`src/rtl/bus_sync_pkg.sv`:
```
// Shared defaults and event-detection helper for the bus_sync CDC block.
package bus_sync_pkg;

    localparam int DEFAULT_NUM_STAGES = 2;
    localparam int DEFAULT_BUS_WIDTH  = 8;
    localparam int DEFAULT_CNT_WIDTH  = 4;

    localparam int MODE_LEVEL  = 0;
    localparam int MODE_TOGGLE = 1;

    // Level mode fires on a rising edge only; toggle mode fires on any change.
    function automatic logic detect_event(input int mode, input logic cur, input logic prev);
        if (mode == MODE_TOGGLE) begin
            return cur ^ prev;
        end
        return cur & ~prev;
    endfunction

endpackage

```
`src/rtl/bus_sync_chain.sv`:
```
// Plain multi-flop synchroniser, reusable for any single-bit (or gray-coded) CDC signal.
module sync_chain
    import bus_sync_pkg::*;
#(
    parameter int NUM_STAGES = DEFAULT_NUM_STAGES,
    parameter int WIDTH      = 1
)(
    input  logic             CLK,
    input  logic             RST,
    input  logic [WIDTH-1:0] async_in,
    output logic [WIDTH-1:0] sync_out
);

    logic [NUM_STAGES-1:0][WIDTH-1:0] stage_q;

    // Stage 0 is the metastability-catching flop; nothing sits between stages.
    always_ff @(posedge CLK or posedge RST) begin
        if (RST) begin
            stage_q <= '0;
        end else begin
            stage_q <= {stage_q[NUM_STAGES-2:0], async_in};
        end
    end

    assign sync_out = stage_q[NUM_STAGES-1];

endmodule

```
`src/rtl/bus_sync.sv`:
```
// Qualifier-based bus synchroniser: a synchronised enable event captures a held data bus
// and bumps a wrapping event counter.
module bus_sync
    import bus_sync_pkg::*;
#(
    parameter int NUM_STAGES  = DEFAULT_NUM_STAGES,
    parameter int BUS_WIDTH   = DEFAULT_BUS_WIDTH,
    parameter int TOGGLE_MODE = MODE_LEVEL,
    parameter int CNT_WIDTH   = DEFAULT_CNT_WIDTH
)(
    input  logic                 CLK,
    input  logic                 RST,
    input  logic [BUS_WIDTH-1:0] unsync_bus,
    input  logic                 bus_enable,
    output logic                 pulse,
    output logic                 enable_pulse,
    output logic [BUS_WIDTH-1:0] sync_bus,
    output logic [CNT_WIDTH-1:0] event_cnt
);

    logic                 enable_sync;
    logic                 edge_q, edge_d;
    logic                 enable_pulse_q, enable_pulse_d;
    logic [BUS_WIDTH-1:0] sync_bus_q, sync_bus_d;
    logic [CNT_WIDTH-1:0] event_cnt_q, event_cnt_d;

    sync_chain #(
        .NUM_STAGES (NUM_STAGES),
        .WIDTH      (1)
    ) u_enable_sync (
        .CLK      (CLK),
        .RST      (RST),
        .async_in (bus_enable),
        .sync_out (enable_sync)
    );

    // Reset clears the chain and edge_q together, so pulse is forced low while RST is high.
    assign pulse = detect_event(TOGGLE_MODE, enable_sync, edge_q);

    always_comb begin
        edge_d         = enable_sync;
        enable_pulse_d = pulse;
        sync_bus_d     = sync_bus_q;
        event_cnt_d    = event_cnt_q;
        if (pulse) begin
            sync_bus_d  = unsync_bus;
            event_cnt_d = event_cnt_q + CNT_WIDTH'(1);
        end
    end

    always_ff @(posedge CLK or posedge RST) begin
        if (RST) begin
            edge_q         <= 1'b0;
            enable_pulse_q <= 1'b0;
            sync_bus_q     <= '0;
            event_cnt_q    <= '0;
        end else begin
            edge_q         <= edge_d;
            enable_pulse_q <= enable_pulse_d;
            sync_bus_q     <= sync_bus_d;
            event_cnt_q    <= event_cnt_d;
        end
    end

    assign enable_pulse = enable_pulse_q;
    assign sync_bus     = sync_bus_q;
    assign event_cnt    = event_cnt_q;

endmodule

```
`config.mk`:
```
export PLATFORM = sky130hd
export DESIGN_NAME = bus_sync
export DESIGN_NICKNAME = d
export VERILOG_FILES = /design/src/rtl/bus_sync_pkg.sv /design/src/rtl/bus_sync_chain.sv /design/src/rtl/bus_sync.sv
export SDC_FILE = /design/constraint.sdc
export NUM_CORES = 1
export LEC_CHECK = 0
export CAP_MARGIN = 20
export CORE_MARGIN = 2
export CORE_UTILIZATION = 40
export DETAILED_ROUTE_END_ITERATION = 10
export GPL_TIMING_DRIVEN = 1
export PLACE_DENSITY = 0.75
export SYNTH_ARGS = -nofsm -noshare
export SYNTH_HDL_FRONTEND = slang
export SYNTH_SLANG_ARGS = --single-unit
```
`constraint.sdc`:
```
create_clock -name CLK -period 1.5 [get_ports CLK]
set_clock_uncertainty 0.1 [all_clocks]
set_input_delay 0.375 -clock CLK [delete_from_list [all_inputs] [get_ports CLK]]
set_output_delay 0.375 -clock CLK [all_outputs]
set_load 0.005 [all_outputs]
```
* After elaboration in Yosys (flattened, before gate mapping)
Cells that the tools add are included.
** Storage, ports and cells
- Register bits after elaboration :: 16
- Bits of input ports :: 11
- Output and inout bits :: 14
- Word-level logic and storage cells :: 9
** Cells by class
- $add $sub $neg :: 1
- Bitwise operators :: 2
** Operators by type and width (count)
- adder 4 x 1 -> 4 bit, second input constant :: 1
- AND 1 bit :: 1
- NOT 1 bit :: 1

* Logic depth before layout (Yosys ltp)
- Depth after elaboration :: 2
- Mapped depth :: 4
- Gate-level depth less buffers :: 3

* By module
Synthesis repeated with hierarchy kept, for this count alone.
** Unflattened totals
- Cells, all modules :: 35
- Area, all modules :: 609.3 µm²
** Modules (own cells, without submodules)
- bus_sync :: times used 1, cells an instance 32, area each 555.5 µm², seq. area each 350.3 µm²
- sync_chain :: times used 1, cells an instance 3, area each 53.8 µm², seq. area each 50.0 µm²

* Least setup slack after synthesis
No wires, ideal clock.
- Path kind :: reg-to-reg
- Start :: reg edge_q
- End :: reg sync_bus_q[1], in the netlist sync_bus[1]
- Setup time :: 0.125 ns
- Arrival time :: 1.006 ns
- Required time :: 1.275 ns
- Setup slack :: 0.269 ns
- Stages on the path, launching flop included :: 4
- Buffers on the path :: 1
- Period minus slack after synthesis :: 1.231 ns
- Path through :: dfrtp_1 -> nor2b_4 -> buf_8 -> mux2_2
** Between the ends
- Longest elaborated chain between the ends :: 2
** RTL lines
- start, declared :: line bus_sync.sv:22 : logic edge_q, edge_d;
- start signal, assigned :: line bus_sync.sv:58 : edge_q <= edge_d;
- NOT 1 bit :: line bus_sync_pkg.sv:16 : return cur & ~prev;
- AND 1 bit :: line bus_sync_pkg.sv:16
- via pulse :: line bus_sync.sv:15 : output logic pulse,
- end signal, assigned :: line bus_sync.sv:60 : sync_bus_q <= sync_bus_d;
- end, declared :: line bus_sync.sv:24 : logic [BUS_WIDTH-1:0] sync_bus_q, sync_bus_d;
The timed path passes the listed nets, and every way through them passes these cells.
A chain may end at the register's enable or synchronous reset.

* Worst setup path in the final report
- Start :: reg sync_bus_q[3], in the netlist sync_bus[3]
- End :: out sync_bus[3]
** RTL lines
- end, declared :: line bus_sync.sv:17 : output logic [BUS_WIDTH-1:0] sync_bus,
No word-level cell between the ends.

==> results.cfg <==
[worst_setup_path]
crit_required_ns = 1.02
crit_buf_inv = 1
cpPeakStageDelay_ns = 0.39
crit_path_start_kind = flop
arrival_ns = 0.96
cp_top_family = flip-flops
setup.worst_path.end_class = output pin
path_max_fanout = 2
critical_path_class = flop to output pin
cp_slowest_cell = dfrtp_1
path_cells = dlygate4sd2_1

[detailed_routing]
drc = 0
wl_per_cell_um = 13.0
vias = 397
via_per_inst = 4.73
wirelength_um = 1090
drtAntennaViolNets = 0
first_iter_violations = 2
dr.pass1.iters = 2

[place]
gp_congestion = 0.681
dp_cells = 79
hpwl_um = 876
io_buffer_count = 24

[global_route]
grt_pass1_wl_um = 1860
grtUsageTotal = 0.144
grt_overflow_total = 0
grt_pass1_vias = 428
antenna_found_initial = 0
grt_max_degree = 14

[logic_synthesis]
yosys.area_share.simple = 0.0640
syn_area_um2 = 606
ys_types = 11
synthCells = 34
yosysSeqAreaShare = 0.661
synth_top_family_by_area = multiplexers
synth.area.mux_share = 0.167
synth-adder-area-share = 0.0207
synth-compound-area-share = 0
synth_area_per_cell_um2 = 17.8
yosys_warnings = 0
synth-seq-cells = 16
syn_nets = 46
synth-xor-area-share = 0.0558

[sta]
finalSetupViolations = 0
max_freq_mhz = 699
hold_viol_final = 0
rsz0062_at_grt = false
worstMarginPinSlew_ns = 0.211
max_slew_margin = 0.859
fin_setup_tns_ns = 0
report.final.slew_viol_count = 0
fin_crit_sh = 0.953
fin_crit_ns = 1.43

[die]
dieHeight_um = 42.9
rows = 14
fp.dieW_um = 42.9
dieArea_mm2 = 0.00184
io-pin-count = 25
core_area_mm2 = 0.00145
initial_utilization = 0.417

[power]
p_per_area_mw_per_mm2 = 1400
p_leak_uw = 0.000435
peakVddDrop_v = 0.000607

[cts]
clock_path_buffers = 2
cts.sinks = 16
clk_latency_ns = 0.29
cts.clk_slew.worst_paths_ns = 0.09
tritoncts = done
cts_root_buffer = clkbuf_4
cts_max_level = 1
cts_inserted_buffers = 3

[status]
status = completed

[cells_and_area]
area.growth.synth_to_final_pct = 51.7
diodes = 0
final_cell_mix = 16 x dfrtp_1, 13 x dlygate4sd2_1, 10 x clkdlybuf4s50_1
drive_above_1_share = 0.353
fin_nets = 81
fin_cells = 84
final_common_cell = dfrtp_1

[hold_path]
hp-class = input pin to async pin

[job]
maxCapViolations = 0
==> registers in the layout, indices dropped and copies added, names as in the netlist <==
signal	cells
u_enable_sync.stage_q	1
u_enable_sync.sync_out	1
event_cnt	4
enable_pulse	1
edge_q	1
sync_bus	8
==> cell families after synthesis <==
| kind of cell | Yosys count |
|---|---|
| AND/OR/NAND/NOR | 3 |
| XOR/XNOR | 3 |
| buffers and inverters | 2 |
| multiplexers | 9 |
| flip-flops | 16 |
| adder cells (fa/ha/maj) | 1 |
==> where the power goes <==
group	leakage [µW]	total (µW)	switching, µW	internal, µW
logic	0.000225	437	166	271
registers	0.000189	564	40.5	524
clock network	0.0000210	284	137	148
total	0.000435	1290	343	942
==> path summary, 6_finish.rpt <==
check | startpoint | to | cells after the start | slack (ns)
hold / removal | RST | sync_bus[4] | 2 | 0.18
min in group CLK | u_enable_sync.stage_q[0] | u_enable_sync.sync_out | 0 | 0.26
max in group asynchronous | RST | u_enable_sync.stage_q[0] | 3 | 0.77
hold reg to reg | u_enable_sync.stage_q[0] | u_enable_sync.sync_out | 0 | 0.26
setup / recovery | sync_bus[3] | sync_bus[3] | 1 | 0.07
setup reg to reg | edge_q | sync_bus[3] | 3 | 0.18
==> metrics by stage <==
| stage | util | setup WS [ns] | area (µm²) | hold slack, ns | power (µW) |
|---|---|---|---|---|---|
| floorplan | - | 0.269 | 606 | 0.189 | 762 |
| global placement | 0.616 | 0.0495 | 896 | 0.239 | 1050 |
| detailed placement | 0.616 | 0.0209 | 896 | 0.240 | 1070 |
| CTS | 0.632 | 0.0569 | 918 | 0.186 | 1300 |
| global route | 0.632 | 0.0355 | 918 | 0.204 | 1370 |
| finish | 0.632 | 0.0699 | 918 | 0.180 | 1290 |
==> metal layers <==
metal,share of wire,track usage
met1,0.38,0.154
met2,0.50,0.245
met3,0.087,0.0383
met4,0.023,0.0938
met5,0,0
==> what timing repair did <==
item,CTS,global route
buffers inserted,1,0
hold buffers,0,0
resized for setup,17,0
setup endpoints to repair,14,0
==> worst reg2reg max path: stages, from the launching register on <==
cell	delay [ns]
dfrtp_1	0.41
nor2b_4	0.12
buf_4	0.22
mux2_2	0.37
==> cell type report <==
| class | instances | area (µm²) |
|---|---|---|
| repair buffers | 31 | 272 |
| well taps | 16 | 20.0 |
| multi-input cells | 16 | 186 |
| inverters | 1 | 3.75 |
| flip-flops and latches | 16 | 400 |
| fillers | 128 | 536 |
| clock buffers | 4 | 36.3 |
==> Yosys cell counts, drive strengths merged <==
cell type	n	share of area
nand2	1	0.0062
buf	1	0.025
inv	1	0.0062
nand4	1	0.035
xnor2	2	0.041
dfrtp	16	0.66
nor2b	1	0.023
mux2	9	0.17
ha	1	0.021
xor2	1	0.014
Power figures use the tool's default switching activity.
